$ cat config.mk
export PLATFORM = sky130hd
export DESIGN_NAME = id_stage_regfile_flat
export DESIGN_NICKNAME = d
export VERILOG_FILES = /design/src/rtl/id_stage_regfile_if.sv /design/src/rtl/id_stage_regfile.sv /design/src/flat_wrapper.sv
export SDC_FILE = /design/constraint.sdc
export NUM_CORES = 2
export LEC_CHECK = 0
export ABC_AREA = 1
export BUFFER_PORTS_ARGS = -buffer_cell sky130_fd_sc_hd__buf_2
export CAP_MARGIN = 10
export CELL_PAD_IN_SITES_DETAIL_PLACEMENT = 1
export CELL_PAD_IN_SITES_GLOBAL_PLACEMENT = 1
export CORE_MARGIN = 10
export CORE_UTILIZATION = 50
export DETAILED_ROUTE_END_ITERATION = 8
export MAX_ROUTING_LAYER = met4
export PLACE_DENSITY = 0.89
export REMOVE_ABC_BUFFERS = 1
export SYNTH_ARGS = -nofsm -noshare
export SYNTH_HDL_FRONTEND = slang
export SYNTH_SLANG_ARGS = --single-unit
export TNS_END_PERCENT = 1
$ cat constraint.sdc
create_clock -name clk -period 8.7 [get_ports clk]
set_input_delay 1.305 -clock clk [delete_from_list [all_inputs] [get_ports clk]]
set_output_delay 1.305 -clock clk [all_outputs]
set_load 0.1 [all_outputs]
$ cat src/rtl/id_stage_regfile_if.sv
// Signal bundle between the decode stage and its neighbours: instruction
// fetch inputs, the two register-file write ports, and the ID/EX slot.
interface id_stage_regfile_if #(
  parameter int DATA_W = 32,
  parameter int AW     = 5,
  parameter int PC_W   = 32
);
  logic              in_valid;
  logic              stall;
  logic              flush;
  logic [31:0]       instruction;
  logic [PC_W-1:0]   pc;
  logic              wb_en;
  logic [AW-1:0]     wb_addr;
  logic [DATA_W-1:0] wb_data;
  logic              link_en;
  logic [PC_W-1:0]   link_pc;

  logic              out_valid;
  logic [DATA_W-1:0] rs_val;
  logic [DATA_W-1:0] rt_val;
  logic [AW-1:0]     rs_addr;
  logic [AW-1:0]     rt_addr;
  logic [AW-1:0]     rd_addr;
  logic [4:0]        shamt;
  logic [DATA_W-1:0] ext_imm;
  logic [PC_W-1:0]   pc_branch;
  logic [PC_W-1:0]   out_pc;

  modport slave (
    input  in_valid, stall, flush, instruction, pc,
           wb_en, wb_addr, wb_data, link_en, link_pc,
    output out_valid, rs_val, rt_val, rs_addr, rt_addr, rd_addr,
           shamt, ext_imm, pc_branch, out_pc
  );

  modport master (
    output in_valid, stall, flush, instruction, pc,
           wb_en, wb_addr, wb_data, link_en, link_pc,
    input  out_valid, rs_val, rt_val, rs_addr, rt_addr, rd_addr,
           shamt, ext_imm, pc_branch, out_pc
  );
endinterface

$ cat src/rtl/id_stage_regfile.sv
// MIPS instruction-decode stage: bypassed register file with write-back and
// jal link ports, feeding a registered ID/EX slot with stall and flush.
module id_stage_regfile #(
  parameter int DATA_W   = 32,
  parameter int NREG     = 32,
  parameter int AW       = 5,
  parameter int PC_W     = 32,
  parameter bit ZERO_REG = 1'b1
) (
  input  logic               clk,
  input  logic               reset_n,
  id_stage_regfile_if.slave  bus
);

  localparam logic [AW-1:0] LINK_REG = AW'(NREG - 1);

  logic [DATA_W-1:0] rf [NREG];

  logic              wb_en;
  logic [AW-1:0]     wb_addr;
  logic [DATA_W-1:0] wb_data;
  logic              link_en;
  logic [DATA_W-1:0] link_val;

  assign wb_en    = bus.wb_en;
  assign wb_addr  = bus.wb_addr;
  assign wb_data  = bus.wb_data;
  assign link_en  = bus.link_en;
  assign link_val = DATA_W'(bus.link_pc);

  function automatic logic is_zero_reg(input logic [AW-1:0] a);
    return ZERO_REG && (a == '0);
  endfunction

  // True when a write landing this cycle targets address a.
  function automatic logic bypass_hit(input logic [AW-1:0] a);
    return (link_en && a == LINK_REG) ||
           (wb_en && wb_addr == a && !is_zero_reg(a));
  endfunction

  // Operand resolution: hardwired zero, then link (younger jal), then
  // write-back, then the stored entry.
  function automatic logic [DATA_W-1:0] read_op(input logic [AW-1:0] a);
    if (is_zero_reg(a))                  return '0;
    else if (link_en && a == LINK_REG)   return link_val;
    else if (wb_en && wb_addr == a)      return wb_data;
    else                                 return rf[a];
  endfunction

  // NOTE: the register file is cleared on reset because software relies on
  // every register reading zero after reset; most RAM arrays should not be.
  always_ff @(posedge clk) begin
    if (!reset_n) begin
      for (int i = 0; i < NREG; i++) rf[i] <= '0;
    end else begin
      for (int i = 0; i < NREG; i++) begin
        if (!is_zero_reg(AW'(i))) begin
          if (link_en && AW'(i) == LINK_REG)          rf[i] <= link_val;
          else if (wb_en && wb_addr == AW'(i))        rf[i] <= wb_data;
        end
      end
    end
  end

  // Decode of the presented instruction.
  logic [5:0]        opcode;
  logic [15:0]       imm;
  logic [AW-1:0]     rs_a, rt_a, rd_a;
  logic [DATA_W-1:0] ext_imm_d;
  logic [PC_W-1:0]   br_off;

  assign opcode = bus.instruction[31:26];
  assign imm    = bus.instruction[15:0];
  assign rs_a   = bus.instruction[21 +: AW];
  assign rt_a   = bus.instruction[16 +: AW];
  assign rd_a   = bus.instruction[11 +: AW];
  assign br_off = PC_W'($signed(imm));

  // NOTE: every variable written in always_comb gets a value on every path
  // (default first), otherwise synthesis infers a latch.
  always_comb begin
    ext_imm_d = DATA_W'($signed(imm));
    if (opcode == 6'h0C || opcode == 6'h0D || opcode == 6'h0E)
      ext_imm_d = DATA_W'(imm);
  end

  // NOTE: sequential state uses non-blocking assignments so every register
  // samples pre-edge values regardless of statement order.
  always_ff @(posedge clk) begin
    if (!reset_n || bus.flush) begin
      bus.out_valid <= 1'b0;
      bus.rs_val    <= '0;
      bus.rt_val    <= '0;
      bus.rs_addr   <= '0;
      bus.rt_addr   <= '0;
      bus.rd_addr   <= '0;
      bus.shamt     <= '0;
      bus.ext_imm   <= '0;
      bus.pc_branch <= '0;
      bus.out_pc    <= '0;
    end else if (!bus.stall) begin
      bus.out_valid <= bus.in_valid;
      bus.rs_val    <= read_op(rs_a);
      bus.rt_val    <= read_op(rt_a);
      bus.rs_addr   <= rs_a;
      bus.rt_addr   <= rt_a;
      bus.rd_addr   <= rd_a;
      bus.shamt     <= bus.instruction[10:6];
      bus.ext_imm   <= ext_imm_d;
      bus.pc_branch <= bus.pc + (br_off << 2);
      bus.out_pc    <= bus.pc;
    end else begin
      // Held operands follow writes to their registers so they never go stale.
      if (bypass_hit(bus.rs_addr)) bus.rs_val <= read_op(bus.rs_addr);
      if (bypass_hit(bus.rt_addr)) bus.rt_val <= read_op(bus.rt_addr);
    end
  end

endmodule

$ cat src/flat_wrapper.sv
// flat-port wrapper written by rule: the top's interface ports become plain ports
module id_stage_regfile_flat 
#(
  parameter int DATA_W   = 32,
  parameter int NREG     = 32,
  parameter int AW       = 5,
  parameter int PC_W     = 32,
  parameter bit ZERO_REG = 1'b1
)
  (clk, reset_n, bus_in_valid, bus_stall, bus_flush, bus_instruction, bus_pc, bus_wb_en, bus_wb_addr, bus_wb_data, bus_link_en, bus_link_pc, bus_out_valid, bus_rs_val, bus_rt_val, bus_rs_addr, bus_rt_addr, bus_rd_addr, bus_shamt, bus_ext_imm, bus_pc_branch, bus_out_pc);
  id_stage_regfile_if #(.DATA_W(DATA_W), .AW(AW), .PC_W(PC_W)) bus_i ();
  input  logic clk;
  input  logic reset_n;
  input wire logic [$bits(bus_i.in_valid)-1:0] bus_in_valid;
  input wire logic [$bits(bus_i.stall)-1:0] bus_stall;
  input wire logic [$bits(bus_i.flush)-1:0] bus_flush;
  input wire logic [$bits(bus_i.instruction)-1:0] bus_instruction;
  input wire logic [$bits(bus_i.pc)-1:0] bus_pc;
  input wire logic [$bits(bus_i.wb_en)-1:0] bus_wb_en;
  input wire logic [$bits(bus_i.wb_addr)-1:0] bus_wb_addr;
  input wire logic [$bits(bus_i.wb_data)-1:0] bus_wb_data;
  input wire logic [$bits(bus_i.link_en)-1:0] bus_link_en;
  input wire logic [$bits(bus_i.link_pc)-1:0] bus_link_pc;
  output wire logic [$bits(bus_i.out_valid)-1:0] bus_out_valid;
  output wire logic [$bits(bus_i.rs_val)-1:0] bus_rs_val;
  output wire logic [$bits(bus_i.rt_val)-1:0] bus_rt_val;
  output wire logic [$bits(bus_i.rs_addr)-1:0] bus_rs_addr;
  output wire logic [$bits(bus_i.rt_addr)-1:0] bus_rt_addr;
  output wire logic [$bits(bus_i.rd_addr)-1:0] bus_rd_addr;
  output wire logic [$bits(bus_i.shamt)-1:0] bus_shamt;
  output wire logic [$bits(bus_i.ext_imm)-1:0] bus_ext_imm;
  output wire logic [$bits(bus_i.pc_branch)-1:0] bus_pc_branch;
  output wire logic [$bits(bus_i.out_pc)-1:0] bus_out_pc;
  assign bus_i.in_valid = bus_in_valid;
  assign bus_i.stall = bus_stall;
  assign bus_i.flush = bus_flush;
  assign bus_i.instruction = bus_instruction;
  assign bus_i.pc = bus_pc;
  assign bus_i.wb_en = bus_wb_en;
  assign bus_i.wb_addr = bus_wb_addr;
  assign bus_i.wb_data = bus_wb_data;
  assign bus_i.link_en = bus_link_en;
  assign bus_i.link_pc = bus_link_pc;
  assign bus_out_valid = bus_i.out_valid;
  assign bus_rs_val = bus_i.rs_val;
  assign bus_rt_val = bus_i.rt_val;
  assign bus_rs_addr = bus_i.rs_addr;
  assign bus_rt_addr = bus_i.rt_addr;
  assign bus_rd_addr = bus_i.rd_addr;
  assign bus_shamt = bus_i.shamt;
  assign bus_ext_imm = bus_i.ext_imm;
  assign bus_pc_branch = bus_i.pc_branch;
  assign bus_out_pc = bus_i.out_pc;
  id_stage_regfile #(.DATA_W(DATA_W), .NREG(NREG), .AW(AW), .PC_W(PC_W), .ZERO_REG(ZERO_REG)) u_core (.clk(clk), .reset_n(reset_n), .bus(bus_i));
endmodule
---- After elaboration in Yosys (flattened, before gate mapping) ----
Memories as Yosys holds them, arrays and structs flattened. A register that Yosys moved wholly into a read port is not among the register bits.
Cells that the tools add are included.
storage, ports and cells
  RAM bits ................................ 1,024
  bits in registers ....................... 181
  memories kept ........................... 1
operators by class
  bitwise logic cells ..................... 32
  reductions and logical operators ........ 53
  mux-type cells .......................... 151
  eq/ne operators ......................... 44
  add/subtract/negate cells ............... 1
memories
  memory     depth  bits a word  read ports  clocked after memory_dff  write ports  line                    RTL
  u_core.rf  32     32           4           2                         32           id_stage_regfile.sv:17  logic [DATA_W-1:0] rf [NREG];
operators by type and width
  kind                  number
  $mux W32              49
  $eq A5 B5 Y1 const B  20
  $mux W1               98
  $logic_and A1 B1 Y1   41
  $eq A5 B4 Y1 const B  8
  $add A32 B32 Y32      1
  $or A1 B1 Y1          32
  $eq A5 B3 Y1 const B  4
  $eq A5 B5 Y1          4
  $logic_not A5 Y1      4
  $mux W5               4
  $eq A6 B4 Y1 const B  3
  $eq A5 B2 Y1 const B  2
  $eq A5 B1 Y1 const B  1
  $logic_or A1 B1 Y1    5
  $ne A2 B1 Y1 const B  2
  $logic_not A1 Y1      3

---- Depth between registers and ports, before layout ----
  word-level depth ........................ 7
  gate-level depth with buffers ........... 16

---- Worst setup path after synthesis ----
OpenSTA, ideal clock, no wires.
  path kind ............................... in2reg
  start point ............................. input port bus_wb_addr[3]
  end point ............................... memory u_core.rf[25][0] (enable)
  required time ........................... 8.234 ns
  path buffers ............................ 1
  slack ................................... 3.973 ns
  library setup time ...................... 0.466 ns
  arrival time ............................ 4.262 ns
  stages on the path ...................... 7
  cells stage by stage .................... clkbuf_1 inv_1 nor2_1 inv_1 nor2_1 inv_1 o21ai_0
RTL lines
  item         line                    RTL
  from (decl)  flat_wrapper.sv:20      input wire logic [$bits(bus_i.wb_addr)-1:0] bus_wb_addr;
  to (decl)    id_stage_regfile.sv:17

---- Final worst setup path ----
  start point ............................. input port bus_instruction[16]
  end point ............................... register u_core.bus.rt_val[1]
on the way
  cells in the longest elaborated chain, start to end .. 6
RTL lines
  item                                                     line                       RTL
  from (decl)                                              flat_wrapper.sv:17         input wire logic [$bits(bus_i.instruction)-1:0] bus_instruction;
  branches (longest 4 deep; another with $mem_v2 Z32 W32)  --
  $mux W32 *                                               id_stage_regfile.sv:44     if (is_zero_reg(a)) return '0;
  $mux W32 *                                               id_stage_regfile.sv:101    end else if (!bus.stall) begin
  to (signal assigned)                                     id_stage_regfile.sv:104    bus.rt_val <= read_op(rt_a);
  to (signal assigned)                                     id_stage_regfile.sv:115    if (bypass_hit(bus.rt_addr)) bus.rt_val <= read_op(bus.rt_addr);
  to (decl)                                                id_stage_regfile_if.sv:33  output out_valid, rs_val, rt_val, rs_addr, rt_addr, rd_addr,
Every way passes the cells marked *.
A chain may end at the register's enable or synchronous reset.

==> reports/summary.md <==
The width of the die was 381 µm; the post-synthesis to final-layout area growth was 10.3%. Including well taps, the total number of placed cells is 10400. The maximum resistive drop on vdd is 0.230 mV, and the final number of hold-violating endpoints is 0.

Across all setup checks in the final design, the least slack found is 4160 ps. The startpoint of the worst setup timing path is bus_instruction[16]. For the first-pass iteration count of the detailed router, the log shows 7.

Counting the buffers created by CTS gives 132. After synthesis, the mean cell area works out to 7.40 µm². For this run, the register share of the synthesized area comes to 50.5%. The HPWL after detailed placement was 184 mm; the routability-driven placement congestion ratio was 0.954. The run gives 0 as the final number of setup-violating endpoints.

The final period demand of the worst path was 4540 ps; the hold buffer count at CTS was 0. The total overflow left after global routing is 0. The run finished with clean final reports. For the post-CTS setup-driven buffer insertion count, the log shows 0. On the final layout, the worst clock skew is 26.5 ps. Once the floorplan was initialized, standard cells occupied 50.3% of the core.

The count of buffers added on input and output ports is 320. The power per unit of standard cell area was 202 nW/µm²; the critical path data arrival time was 5250 ps. For this run, the total global-route usage over all layers was measured as 43.1%. The first global-routing pass estimated 457 mm of wire.

The logs give 11500 for the count of routing violations after the opening detailed-route iteration and 317 mm for the total routed wirelength. The number of synthesis warnings was 0; the cell row count was 132. The dominant register cell in the synthesized netlist was edfxtp_1. The die boundary height was 381 µm. The worst register-to-register path begins at u_core.bus.rt_addr[1]. Clock-pin slew was measured on the worst setup and hold paths at 60 ps.

The normalized max-slew margin is 13.9%. The transition time at the pin with the least slew margin works out to 1280 ps. The tools report the leakage power of the design as 32.3 nW. The type of destination of the critical path was a register. In the final layout, the multi-input gates occupy 26700 µm². In this run, synthesis inferred 992 flip-flops with an integrated enable. The count of pins over their slew limit came out at 0.

The clock latency on the worst-skew pair was 810 ps. Yosys mapped the design onto 34 distinct sky130hd cell types. The logs give 22 for the number of antenna violations at the first check in global routing and 69300 for the total vias in the final route.

The area of the die came out at 145000 µm². TritonCTS built the clock tree. The register bit total from synthesis is 1146, and the maximum operating frequency is 220 MHz. Of the cells placed in the final design, the portion with a size suffix greater than 1 is 7.76%.

The wire length per cell after detailed routing is 29.8 µm, and the number of design rule violations left after detail routing is 0. The startpoint of the worst hold path was u_core.bus.out_pc[4]. Prior to clock tree synthesis, the placed netlist has a worst setup slack of 3750 ps.

For the fraction of the core area covered by cells at the end of the flow, the log shows 55.4%. The tools report the number of routed nets with antenna violations as 0. Of all flip-flops after synthesis, the portion carrying an async set or reset was 0%.

The tool flagged a number of max-cap violations equal to 0. The start-to-end type of the worst setup path was input pin to register. During I/O placement, the number of pins put on the boundary was 321. For this run, the post-layout net count is 8941. Summing every instance area after synthesis gives 65100 µm². Master cell of the clock root buffer: clkbuf_16.

The type of element launching the critical path is an input pin. Entering global routing, the biggest net connects 156 pins. In the routed layout, each cell is associated on average with a via count of 6.52. For the worst setup path, the data required time is 9410 ps. The run gives 0 as the number of resized instances in the post-cts repair step. The tools report the area taken by flip-flops and latches as 32900 µm². The fraction of the cycle the final worst path needs came out at 52.2%.

The number of inserted filler cells in the final layout was 16400. Setup repair after global routing left no endpoint under its margin. Along the worst path, the maximum fanout reaches 111. The count of placed standard cells in the final layout, fillers left out is 10600. The path category of the worst min-delay check was register to register. The H-tree depth came out at 4. The core region is 129000 µm².

The number of global-route vias before repair was 70800. The maximum buffer depth of the clock tree was 3. Number of instances in the synthesized netlist: 8800. The tree built by TritonCTS fans out to 1146 sinks.
==> cell families (layout without fill, tap and decap cells) <==
kind of cell    after synthesis  in the layout  synth area share (%)
simple gates               5366           5366                  33.4
buf+inv                    1452           1527                  8.93
flops                      1146           1146                  50.5
compound gates              794            794                  6.41
fa+ha+maj                    30             30                 0.588
xor+xnor                     12             12                 0.161
other cells                   0             26                     0
==> worst max-delay path, cell delays in order <==
cell and delay, ps:
buf_8 150, inv_8 160, nor2_4 980, buf_4 920, nand2_1 100, nand3_1 130, nand2_1 60, nand3_1 460
nand3_1 190, nand2_1 150, nand2_1 90, a21oi_1 220
==> per-stage QoR <==
stage	hold slack (ps)	area, µm²	power [mW]	TNS (ps)
2_1_floorplan	818	62400	7.96	-53610
3_3_place_gp	449	67700	8.91	0
5_1_grt	490	71800	14.8	0
3_5_place_dp	456	67700	9.03	0
4_1_cts	466	71700	14.3	0
6_report	462	71800	14.5	0
==> cells in the mapped netlist (all sizes together), types with 3 or more instances <==
| library cell | n | area share (%) |
|---|---|---|
| a21o | 3 | 0.035 |
| a21oi | 527 | 4.1 |
| buf | 350 | 2.6 |
| clkbuf | 272 | 1.6 |
| clkinv | 3 | 0.017 |
| dfxtp | 154 | 4.7 |
| edfxtp | 992 | 46 |
| ha | 29 | 0.56 |
| inv | 827 | 4.8 |
| nand2 | 3210 | 19 |
| nand3 | 1089 | 8.4 |
| nand4 | 62 | 0.60 |
| nor2 | 991 | 5.8 |
| nor3 | 11 | 0.12 |
| o211ai | 59 | 0.68 |
| o21a | 4 | 0.046 |
| o21ai | 188 | 1.4 |
| o22ai | 10 | 0.096 |
| xor2 | 10 | 0.13 |
==> routing by layer <==
metal	share of wire, %	global-route usage [%]
met5	0	-
met4	8.4	29.6
met3	16	15.0
met2	42	62.5
met1	34	50.1
==> state kept, by name (all words and copies together), names as in the netlist <==
signal	flops
u_core.bus.ext_imm	17
u_core.bus.out_pc	32
u_core.bus.out_valid	1
u_core.bus.pc_branch	30
u_core.bus.rs_addr	5
u_core.bus.rs_val	32
u_core.bus.rt_addr	5
u_core.bus.rt_val	32
u_core.rf	992
==> placed cells by master (no fill, tap or decap), types with 9 or more instances in the layout <==
master        n
diode_2      26
clkinv_2     11
o21ai_4      15
clkinv_1     28
nand3_1    1079
dfxtp_1     154
inv_1       819
nand4_1      62
nor2_1      983
nand2_1    3191
nand2_2      19
xor2_1       10
edfxtp_1    992
inv_6        11
buf_4       135
o211ai_1     59
ha_1         29
buf_2       311
clkbuf_16   136
o22ai_1      10
clkbuf_1     47
nor3_1        9
o21ai_0     173
a21oi_1     527
==> area by class of cell <==
| type | instances | share of cell area [%] |
|---|---|---|
| Clock inverter | 47 | 0.403 |
| Multi-Input combinational cell | 6202 | 37.2 |
| Inverter | 830 | 4.39 |
| Tap cell | 1742 | 3.04 |
| Antenna cell | 26 | 0.0906 |
| Timing Repair Buffer | 459 | 3.91 |
| Clock buffer | 191 | 5.14 |
| Sequential cell | 1146 | 45.8 |
==> worst paths after layout <==
kind	slack, ps	cells after the start	end
worst min-delay path	460	2	u_core.bus.out_pc[4]
worst max-delay path	4160	12	u_core.bus.rt_val[1]
worst max register to register	5020	12	u_core.bus.rt_val[25]
worst min register to register	460	2	u_core.bus.out_pc[4]
==> where the power goes <==
group	leakage, nW	internal (mW)	total [mW]	switching [mW]
Sequential	10.8	6.35	6.54	0.183
Combinational	19.6	0.543	2.57	2.03
Clock	1.94	2.98	5.41	2.43
Total	32.3	9.88	14.5	4.64
Power figures use the tool's default switching activity.
